File: src/rtl/hazard_unit.sv
// Decode-stage hazard detection: per-stage scoreboard, stall and forwarding selects.
// Optional stall-cycle counter enabled by defining HAZARD_STALL_STATS_EN.
module hazard_unit #(
   parameter int STAGES  = 3,
   parameter int STAGE_W = 2,
   parameter int ADDR_W  = 5
) (
   input  logic               clk,
   input  logic               reset,
   input  logic [ADDR_W-1:0]  rd_addr0,
   input  logic [ADDR_W-1:0]  rd_addr1,
   input  logic [STAGE_W-1:0] rd_stage0,
   input  logic [STAGE_W-1:0] rd_stage1,
   input  logic [ADDR_W-1:0]  wr_addr,
   input  logic [STAGE_W-1:0] wr_stage,
   input  logic               flush,
   output logic               stall,
   output logic [STAGE_W-1:0] fwd_sel0,
   output logic [STAGE_W-1:0] fwd_sel1,
   output logic [31:0]        stall_count
);

   logic [STAGES:1]    ent_v;
   logic [ADDR_W-1:0]  ent_a [1:STAGES];
   logic [STAGE_W-1:0] ent_w [1:STAGES];

   logic [ADDR_W-1:0]  ra [2];
   logic [STAGE_W-1:0] rs [2];
   logic [1:0]         need;
   logic [STAGE_W-1:0] sel [2];
   logic               hit;
   int                 hk;
   logic [STAGE_W-1:0] mw;

   assign ra[0] = rd_addr0;
   assign ra[1] = rd_addr1;
   assign rs[0] = rd_stage0;
   assign rs[1] = rd_stage1;

   always_ff @(posedge clk or posedge reset) begin
      if (reset) begin
         ent_v <= '0;
         for (int k = 1; k <= STAGES; k++) begin
            ent_a[k] <= '0;
            ent_w[k] <= '0;
         end
      end else begin
         ent_v[1] <= ~stall & ~flush & (wr_addr != '0);
         ent_a[1] <= wr_addr;
         ent_w[1] <= wr_stage;
         for (int k = 2; k <= STAGES; k++) begin
            ent_v[k] <= ent_v[k-1];
            ent_a[k] <= ent_a[k-1];
            ent_w[k] <= ent_w[k-1];
         end
      end
   end

   // Scan oldest to youngest so the youngest matching entry wins.
   always_comb begin
      need = '0;
      sel[0] = '0;
      sel[1] = '0;
      hit = 1'b0;
      hk = 0;
      mw = '0;
      for (int p = 0; p < 2; p++) begin
         hit = 1'b0;
         hk = 0;
         mw = '0;
         for (int k = STAGES; k >= 1; k--) begin
            if (ent_v[k] && ent_a[k] == ra[p] && ra[p] != '0) begin
               hit = 1'b1;
               hk = k;
               mw = ent_w[k];
            end
         end
         if (hit) begin
            if (int'(rs[p]) < STAGES && hk + int'(rs[p]) <= int'(mw))
               need[p] = 1'b1;
            if (hk > int'(mw))
               sel[p] = STAGE_W'(hk);
         end
      end
   end

   assign stall    = |need;
   assign fwd_sel0 = sel[0];
   assign fwd_sel1 = sel[1];

`ifdef HAZARD_STALL_STATS_EN
   logic [31:0] cnt;

   always_ff @(posedge clk or posedge reset) begin
      if (reset)
         cnt <= '0;
      else if (stall && cnt != '1)
         cnt <= cnt + 32'd1;
   end

   assign stall_count = cnt;
`else
   assign stall_count = '0;
`endif

endmodule
File: config.mk
export PLATFORM = sky130hd
export DESIGN_NAME = hazard_unit
export DESIGN_NICKNAME = d
export VERILOG_FILES = /design/src/rtl/hazard_unit.sv
export SDC_FILE = /design/constraint.sdc
export NUM_CORES = 1
export LEC_CHECK = 0
export ABC_AREA = 1
export CORE_ASPECT_RATIO = 1.5
export CORE_MARGIN = 2
export CORE_UTILIZATION = 30
export CTS_CLUSTER_DIAMETER = 150
export CTS_CLUSTER_SIZE = 14
export DETAILED_ROUTE_END_ITERATION = 16
export PLACE_DENSITY = 0.51
export SETUP_SLACK_MARGIN = 0.5
export SLEW_MARGIN = 20
export SYNTH_ARGS = -nofsm -noshare
export SYNTH_HDL_FRONTEND = slang
export SYNTH_SLANG_ARGS = --single-unit
File: constraint.sdc
create_clock -name clk -period 4 [get_ports clk]
set_input_delay 0.8 -clock clk [delete_from_list [all_inputs] [get_ports clk]]
set_output_delay 0.8 -clock clk [all_outputs]
set_load 0.1 [all_outputs]
==> flow_summary_export.csv, run 1 <==
group,metric,value,unit
global_routing,grt_pass1_vias,1748,
yosys,ys_seq_area_share,30.23,%
placement,port_buffers,28,
die,num_rows,36,
clocking,insertion_delay,260,ps
route,drt_pass1_iterations,4,
layout,nFillCells,669,
layout,nets,387,
layout,final_common_cell,"nand2_1",
clocking,numCtsBuffers,3,
yosys,syn_avg_cell_area,6.875,um^2
global_routing,grt_pass1_wl,7638,um
clocking,cts_root_buffer,"clkbuf_8",
yosys,synth_cell_types,23,
global_routing,grt-ovfl-total,0,
critical_path,r2r_slack,1140,ps
power,ir_drop,188.2,uV
route,first_iter_violations,21,
placement,dpl_cell_area,2464,um^2
sta,hold_viol,0,
sta,period_minus_slack,3973,ps
route,vias,1811,
yosys,ys_ff_latch,24,
yosys,netlist_area,1987,um^2
hold_path,min_to,"ent_w[1]",
route,vias_per_cell,4.261,
sta,slew_headroom,37.51,%
clocking,ctsHoldBuffers,0,
clocking,clockBufferDepth,2,
power,power.leakage,0.001508,uW
placement,dp_hpwl,3799,um
layout,layout_common_cells,"71 x nand2_1, 35 x inv_1, 32 x conb_1",
die,die-area,7304,um^2
global_routing,grt_util_all_layers,12.92,%
route,wl_per_cell,11.28,um
critical_path,arrival,3170,ps
critical_path,cp_max_fo,4,
clocking,clock-sinks,24,
global_routing,antenna_found_initial,0,
clocking,cts-htree-levels,1,
die,io_pins,61,
sta,tns,0,ps
sta,fin_crit_sh,99.31,%
sta,setup_viol,0,
critical_path,cp-start-kind,"input port",
die,die_y,103.7,um
route,ant_nets,0,
global_routing,grt_start_max_net_pins,25,
layout,seqCellArea,600.6,um^2
critical_path,reg2reg_from,"ent_a[2]",
critical_path,reg2reg_depth,22,
layout,layout-drive-gt1-share,38.11,%
critical_path,worst-endpoint-required,3200,ps
layout,multi_input_area,1344,um^2
die,fp.dieW,70.45,um
sta,rsz0062_at_grt,"true",
hold_path,min_path_type,"register to register",
sta,skew,2.008,ps
route,drt_wl_total,4792,um
sta,hold_ws,378.3,ps
yosys,synth_warnings,0,
layout,design_area,2913,um^2
sta,worstMarginPinSlew,936.3,ps
clocking,clk_pin_slew_worst_paths,80,ps
yosys,syn_inst,289,
sta,slew_viol_final,0,
critical_path,end_kind,"primary output",
outcome,status,"finished clean",
placement,gp_congestion,0.8436,
power,power_density,253.5,nW/um^2
job,max_cap_viol_count,0,
hold_path,worstHoldStart,"ent_w[3]",
critical_path,r2r-end,"ent_v[1]",
layout,diodes,0,
hold_path,min_path_cells,0,
sta,max_freq,251.7,MHz
clocking,cts_tree,"done",
layout,syn2layout_area_growth,46.60,%
die,initial_utilization,30.85,%
route,drcViolationCount,0,
critical_path,worstSetupPathType,"input port to primary output",
die,coreArea,6441,um^2
## sequential cells by signal, summed over array words and instances (netlist names)
name	flops
ent_a	15
ent_w	6
ent_v	3
## cell families after synthesis
| kind of cell | synth area share [%] |
|---|---|
| xor+xnor | 2.204 |
| fa+ha+maj | 8.312 |
| flops | 30.23 |
| compound gates | 5.101 |
| buf+inv | 22.48 |
| simple gates | 31.49 |
| other cells | 0.1887 |
## metal layers
layer	global-route usage, %	vias to the layer above	wire [um]
met5	0	-	0
met4	4.121	0	87
met3	1.167	7	169
met2	26.48	44	2917
met1	12.99	837	1617
li1	-	923	-
## worst max path at each step
stage,cells after the start,slack [ps],from,endpoint
global placement,22,-510,rd_addr1[1],stall
CTS,19,10,rd_addr1[0],stall
global route,21,-130,rd_addr0[4],stall
floorplan,17,370,rd_addr1[1],stall
finish,19,30,rd_addr0[1],stall
detailed placement,22,-540,rd_addr1[1],stall
## Yosys cell counts
library cell	n	area, um^2
nor2_1	17	63.81
a21oi_2	1	8.760
nor2_2	10	62.56
nand2_2	9	56.30
a21o_1	1	7.510
inv_1	42	157.7
inv_2	12	45.04
o21ai_1	2	10.01
o21ai_0	4	20.02
dfrtp_1	24	600.6
nor3_1	1	5.000
xnor2_1	5	43.79
clkinv_1	1	3.750
nor2_4	2	22.52
a21oi_1	11	55.05
nand3_2	1	10.01
nand3_1	15	75.07
buf_4	32	240.2
nand2_1	85	319.1
ha_1	10	125.1
fa_1	2	40.04
conb_1	1	3.750
nand2_4	1	11.26
## critical path, stage by stage
cell,delay (ps)
buf_2,130
inv_4,50
nand3_2,70
nor2_4,60
buf_4,130
nor2_2,110
nand2_2,100
nand2_4,90
ha_4,130
inv_2,30
fa_1,540
inv_2,50
ha_4,230
a21oi_2,110
a21oi_1,50
nor2_1,130
nand2_2,100
nand2_8,80
buf_12,170
## power breakdown
group          leakage, uW  internal, uW  switching, uW
clock            0.0000216          67.4           74.6
sequential        0.000280           256           11.2
combinational      0.00121          92.7            237
total              0.00151           416            323
## through the flow
stage | instances | utilization, % | total power, uW | setup WS [ps]
2_1_floorplan | 320 | - | 516.0 | 368.2
3_3_place_gp | 405 | 38.25 | 554.9 | -505.1
3_5_place_dp | 405 | 38.25 | 555.4 | -535.5
4_1_cts | 421 | 42.15 | 727.4 | 13.10
5_1_grt | 425 | 45.22 | 781.0 | -129.7
6_report | 425 | 45.22 | 738.4 | 27.47
## cell type report
cell class | count | share of cell area, %
Clock buffer | 3 | 1.418
Sequential cell | 24 | 20.62
Timing Repair Buffer | 58 | 20.62
Tap cell | 76 | 3.265
Inverter | 55 | 7.947
Multi-Input combinational cell | 209 | 46.13
## what timing repair did
| item | 4_1_cts | 5_1_grt |
|---|---|---|
| pin swaps | 41 | 27 |
| resized for setup | 86 | 42 |
| endpoints found under the setup margin | 5 | 5 |
| buffers inserted | 13 | 4 |
Note: power is estimated with default switching activity, not from simulation.
==> run 2: changes to the inputs <==
--- a/config.mk
+++ b/config.mk
@@ -6,13 +6,16 @@
 export NUM_CORES = 1
 export LEC_CHECK = 0
 export ABC_AREA = 1
+export CAP_MARGIN = 20
+export CELL_PAD_IN_SITES_DETAIL_PLACEMENT = 1
+export CELL_PAD_IN_SITES_GLOBAL_PLACEMENT = 2
 export CORE_ASPECT_RATIO = 1.5
-export CORE_MARGIN = 2
-export CORE_UTILIZATION = 30
+export CORE_MARGIN = 1
+export CORE_UTILIZATION = 25
 export CTS_CLUSTER_DIAMETER = 150
 export CTS_CLUSTER_SIZE = 14
 export DETAILED_ROUTE_END_ITERATION = 16
-export PLACE_DENSITY = 0.51
+export PLACE_DENSITY = 0.76
 export SETUP_SLACK_MARGIN = 0.5
 export SLEW_MARGIN = 20
 export SYNTH_ARGS = -nofsm -noshare
==> run 2 against run 1 <==
  * The flow now finishes with violations (negative setup slack)
  * Design area up 6.6%
  * First-iteration DRC count decreased by 48%
  * Non-clock buffer count increased by 1
  * Highest routed layer unchanged
==> flow_summary_export.csv, run 2 (synthesis gave the netlist of run 1 again) <==
group,metric,value,unit
critical_path,cp-start-kind,"input port",
global_routing,antenna_found_initial,0,
sta,tns,-14.26,ps
hold_path,min_to,"ent_v[2]",
clocking,clock-sinks,24,
die,die-area,8316,um^2
sta,hold_viol,0,
clocking,cts_tree,"done",
route,vias,1857,
sta,skew,3.280,ps
power,seqPwrFrac,31.4,%
route,first_iter_violations,11,
job,max_cap_viol_count,0,
die,coreArea,7661,um^2
placement,gp_congestion,0.8077,
critical_path,r2r-end,"ent_v[1]",
global_routing,grt_start_max_net_pins,25,
placement,port_buffers,28,
critical_path,arrival,3210,ps
critical_path,r2r_slack,1080,ps
clocking,clk_pin_slew_worst_paths,70,ps
route,vias_per_cell,4.099,
die,io_pins,61,
clocking,ctsHoldBuffers,0,
placement,dp_hpwl,4436,um
power,ir_drop,203.8,uV
clocking,cts-htree-levels,1,
power,power.switching,346.4,uW
layout,nets,388,
die,initial_utilization,25.94,%
layout,layout_common_cells,"67 x nand2_1, 33 x inv_1, 32 x conb_1",
power,internal_power,506.5,uW
sta,setup_viol,1,
clocking,cts_root_buffer,"clkbuf_16",
sta,slew_viol_final,0,
power,power_density,274.8,nW/um^2
layout,layout-drive-gt1-share,40.74,%
power,power.total,852.9,uW
power,power.leakage,0.001569,uW
die,die_y,111.2,um
hold_path,min_path_type,"register to register",
layout,reg_top3,"ent_a x15, ent_w x6, ent_v x3",
critical_path,worst-endpoint-required,3200,ps
critical_path,worstSetupPathType,"input port to primary output",
sta,fin_crit_sh,100.4,%
global_routing,grt_pass1_vias,1978,
power,p_clk_share,28.7,%
power,combPwrFrac,39.9,%
critical_path,cp_max_fo,4,
layout,syn2layout_area_growth,56.23,%
route,drt_wl_total,5515,um
layout,nFillCells,967,
sta,period_minus_slack,4014,ps
sta,max_freq,249.1,MHz
route,drcViolationCount,0,
critical_path,end_kind,"primary output",
die,num_rows,39,
outcome,status,"finished with violations",
clocking,numCtsBuffers,3,
outcome,violations,"negative setup slack",
power,switching_share,40.61,%
global_routing,grt-ovfl-total,0,
layout,diodes,0,
global_routing,grt_util_all_layers,14.30,%
layout,largest_reg_flops,15,
clocking,clockBufferDepth,2,
die,fp.dieW,74.79,um
layout,top_register,"ent_a",
route,drt_pass1_iterations,4,
critical_path,reg2reg_from,"ent_a[4]",
clocking,insertion_delay,260,ps
sta,rsz0062_at_grt,"true",
hold_path,worstHoldStart,"ent_v[1]",
hold_path,min_path_cells,0,
sta,fin_ws,-14.26,ps
layout,final_common_cell,"nand2_1",
route,wl_per_cell,12.17,um
global_routing,grt_pass1_wl,8963,um
critical_path,reg2reg_depth,22,
route,ant_nets,0,
run 2: layout make-up:
cell class	instances	area, um^2	share of cell area [%]
well taps	102	127.6	4.111
clock buffers	4	88.84	2.862
multi-input cells	209	1393	44.86
inverters	55	244.0	7.860
flip-flops and latches	24	600.6	19.35
repair buffers	59	650.6	20.96
run 2: power groups by stage:
| stage | clock (uW) | sequential (uW) | combinational (uW) |
|---|---|---|---|
| finish | 245 | 268 | 340 |
| global route | 264 | 270 | 365 |
| CTS | 249 | 268 | 314 |
| detailed placement | 0 | 272 | 290 |
| global placement | 0 | 272 | 287 |
| floorplan | 0 | 268 | 248 |
run 2: how the worst max path moves through the flow:
stage,from,endpoint,cells after the start
floorplan,rd_addr1[1],stall,17
global placement,rd_addr1[0],stall,20
detailed placement,rd_addr1[0],stall,20
CTS,rd_addr0[0],stall,20
global route,rd_addr0[2],stall,21
finish,rd_addr0[3],stall,20
run 2: stage by stage:
| step | setup WS, ps | area (um^2) | cells | util [%] | hold slack (ps) |
|---|---|---|---|---|---|
| 2_1_floorplan | 368.2 | 2181 | 320 | - | 353.7 |
| 3_3_place_gp | -496.9 | 2496 | 431 | 32.58 | 359.0 |
| 3_5_place_dp | -562.8 | 2496 | 431 | 32.58 | 362.3 |
| 4_1_cts | 29.58 | 2825 | 444 | 36.88 | 376.8 |
| 5_1_grt | -178.9 | 3104 | 453 | 40.52 | 397.1 |
| 6_report | -14.26 | 3104 | 453 | 40.52 | 375.3 |
run 2: metal layers:
layer	vias up	wire (um)	global-route usage, %	part of all wire (%)
met2	45	3365	29.49	61
met4	0	104	4.528	1.9
met5	-	0	0	0
li1	927	-	-	-
met3	7	155	1.545	2.8
met1	878	1889	13.50	34
run 2: repair_timing:
item	in CTS	in global routing
setup endpoints to repair	5	5
pin swaps	30	31
gates resized for setup	98	52
cloned	0	0
buffers inserted	9	8
run 2: critical path, stage by stage:
cell and delay (ps):
buf_12 90, inv_8 30, a21oi_2 120, nand2_2 70, nor2_1 100, nand2_1 100, inv_2 70, nand2_2 50
nand2_2 90, ha_4 130, inv_2 30, fa_1 560, inv_2 50, ha_4 240, a21oi_2 120, a21oi_2 40
nor2_1 130, nand2_2 120, nand2_8 90, buf_12 170
==> run 3: changes to the inputs <==
--- a/config.mk
+++ b/config.mk
@@ -9,7 +9,6 @@
 export CAP_MARGIN = 20
 export CELL_PAD_IN_SITES_DETAIL_PLACEMENT = 1
 export CELL_PAD_IN_SITES_GLOBAL_PLACEMENT = 2
-export CORE_ASPECT_RATIO = 1.5
 export CORE_MARGIN = 1
 export CORE_UTILIZATION = 25
 export CTS_CLUSTER_DIAMETER = 150
@@ -17,7 +16,6 @@
 export DETAILED_ROUTE_END_ITERATION = 16
 export PLACE_DENSITY = 0.76
 export SETUP_SLACK_MARGIN = 0.5
-export SLEW_MARGIN = 20
 export SYNTH_ARGS = -nofsm -noshare
 export SYNTH_HDL_FRONTEND = slang
 export SYNTH_SLANG_ARGS = --single-unit
==> run 3 against run 2 <==
  * Sequential power barely moved
  * Via count rose by 0.16%
  * Sequential share of layout area barely moved
  * Clock skew rose by 7.7 ps
  * Critical endpoint unchanged
  * Non-clock buffer count rose by 2
  * Total power fell by 2.5%
  * Final cell count rose by 0.44%
  * Flip-flop and latch count did not move
  * Routed wire length rose by 0.80%
  * Utilization barely moved
  * Largest cell class unchanged
  * Combinational power rose by 2%
  * Critical path type unchanged
  * The flow now finishes without violations
  * Critical path depth did not move
==> flow_summary_export.csv, run 3 (synthesis gave the netlist of run 1 again) <==
group,metric,value,unit
layout,layoutNonFillerInstCount,455,
route,wl_per_cell,12.22,um
sta,max_freq,253.6,MHz
hold_path,min_to,"ent_v[3]",
sta,fin_ws,56.31,ps
clocking,clk_pin_slew_worst_paths,100,ps
route,vias_per_cell,4.088,
power,combPwrFrac,41.6,%
power,power.leakage,0.001584,uW
hold_path,worstHoldStart,"ent_v[2]",
clocking,cts_root_buffer,"clkbuf_8",
power,seqPwrFrac,32.2,%
die,coreArea,7687,um^2
die,die-area,8308,um^2
clocking,clock-sinks,24,
layout,top_register,"ent_a",
route,drcViolationCount,0,
clocking,ctsHoldBuffers,0,
job,max_cap_viol_count,0,
critical_path,r2r-end,"ent_v[1]",
clocking,clockBufferDepth,2,
critical_path,r2r_slack,1240,ps
global_routing,antenna_found_initial,0,
global_routing,grt_pass1_wl,8749,um
layout,layout_common_cells,"65 x nand2_1, 35 x inv_1, 32 x conb_1, 32 x buf_4, 24 x dfrtp_1",
critical_path,cp_max_fo,4,
layout,final_core_util,40.48,%
power,ir_drop,144.0,uV
placement,dp.cells,434,
clocking,numCtsBuffers,3,
power,p_clk_share,26.2,%
route,drt_pass1_iterations,4,
sta,rsz0062_at_grt,"true",
power,power_density,267.2,nW/um^2
sta,hold_ws,370.0,ps
layout,reg_top3,"ent_a x15, ent_w x6, ent_v x3",
placement,pre_cts_ws,-573.6,ps
power,internal_power,486.7,uW
layout,syn2layout_area_growth,56.61,%
global_routing,grt_start_max_net_pins,25,
critical_path,worstSetupPathType,"input port to primary output",
clocking,cts-htree-levels,1,
critical_path,reg2reg_from,"ent_a[9]",
hold_path,min_path_type,"register to register",
route,vias,1860,
layout,nets,390,
sta,slew_viol_final,0,
die,die_y,91.15,um
sta,period_minus_slack,3944,ps
route,ant_nets,0,
placement,gp_congestion,0.7729,
critical_path,end_kind,"primary output",
global_routing,grt_pass1_vias,1899,
die,io_pins,61,
critical_path,cp-start-kind,"input port",
sta,fin_crit_sh,98.59,%
critical_path,arrival,3140,ps
layout,largest_reg_flops,15,
sta,setup_viol,0,
sta,skew,10.95,ps
placement,port_buffers,28,
layout,layout-drive-gt1-share,42.49,%
die,num_rows,32,
critical_path,reg2reg_depth,17,
global_routing,grt_util_all_layers,13.27,%
sta,hold_viol,0,
layout,diodes,0,
power,switching_share,41.47,%
die,fp.dieW,91.15,um
layout,final_common_cell,"nand2_1",
die,initial_utilization,25.85,%
clocking,insertion_delay,270,ps
global_routing,grt-ovfl-total,0,
clocking,cts_tree,"done",
power,power.total,831.5,uW
route,first_iter_violations,39,
critical_path,worst-endpoint-required,3200,ps
power,power.switching,344.8,uW
sta,slew_headroom,36.49,%
placement,dp_hpwl,4236,um
outcome,status,"finished clean",
sta,worstMarginPinSlew,951.6,ps
route,drt_wl_total,5559,um
layout,nFillCells,944,
hold_path,min_path_cells,0,
==> run 3: cell count changes in the layout (fill, tap and decap cells not counted), sizes merged <==
cell,delta
bufinv,+1
clkinv,-1
buf,+2
clkbuf,-1
inv,+1
==> run 3: worst max path at each step <==
stage / end / startpoint / slack (ps)
final: stall / rd_addr1[0] / 60
after global routing: stall / rd_addr1[0] / -40
after CTS: stall / rd_addr0[4] / -40
after detailed placement: stall / rd_addr1[1] / -570
after global placement: stall / rd_addr1[1] / -520
after floorplan: stall / rd_addr1[1] / 370
==> run 3: repair_timing <==
action,4_1_cts,5_1_grt
gates resized for setup,85,73
pin swaps,32,44
endpoints found under the setup margin,6,5
buffers inserted,9,8
==> run 3: per-stage QoR <==
step	TNS (ps)	instance area [um^2]
after detailed placement	-1492	2519
after global routing	-41.03	3112
after floorplan	0	2181
after CTS	-38.55	2763
after global placement	-1333	2519
final	0	3112
==> run 3: power groups by stage <==
stage,clock [uW],combinational [uW],sequential (uW)
2_1_floorplan,0,248,268
3_3_place_gp,0,287,272
3_5_place_dp,0,289,272
4_1_cts,225,309,267
5_1_grt,232,368,270
6_report,218,346,267
==> run 3: area by class of cell <==
type                       count  area [um^2]  area share, %
clock buffer                   3        41.29          1.327
clock inverter                 1        30.03         0.9650
timing repair buffer          61        614.3          19.74
multi-input combinational    209         1454          46.72
inverter                      55        244.0          7.841
sequential                    24        600.6          19.30
tap                          102        127.6          4.101
==> run 3: critical path, cell delays in order <==
cell and delay [ps]:
buf_4 120, inv_2 60, nand2_1 70, nand3_2 110
nor2_2 140, nand2_2 80, inv_2 80, nand2_4 60
nand2_4 80, ha_4 120, inv_2 30, fa_1 520
inv_2 50, ha_4 210, a21oi_2 110, a21oi_1 50
nor2_1 110, nand2_2 100, nand2_8 80, buf_12 160
==> run 3: metal layers <==
| metal | GRT usage, % | vias to the layer above | routed length, um |
|---|---|---|---|
| met5 | 0 | - | 0 |
| met4 | 1.323 | 0 | 10 |
| met3 | 2.345 | 2 | 212 |
| met2 | 23.61 | 43 | 2763 |
| met1 | 17.26 | 885 | 2571 |
| li1 | - | 930 | - |
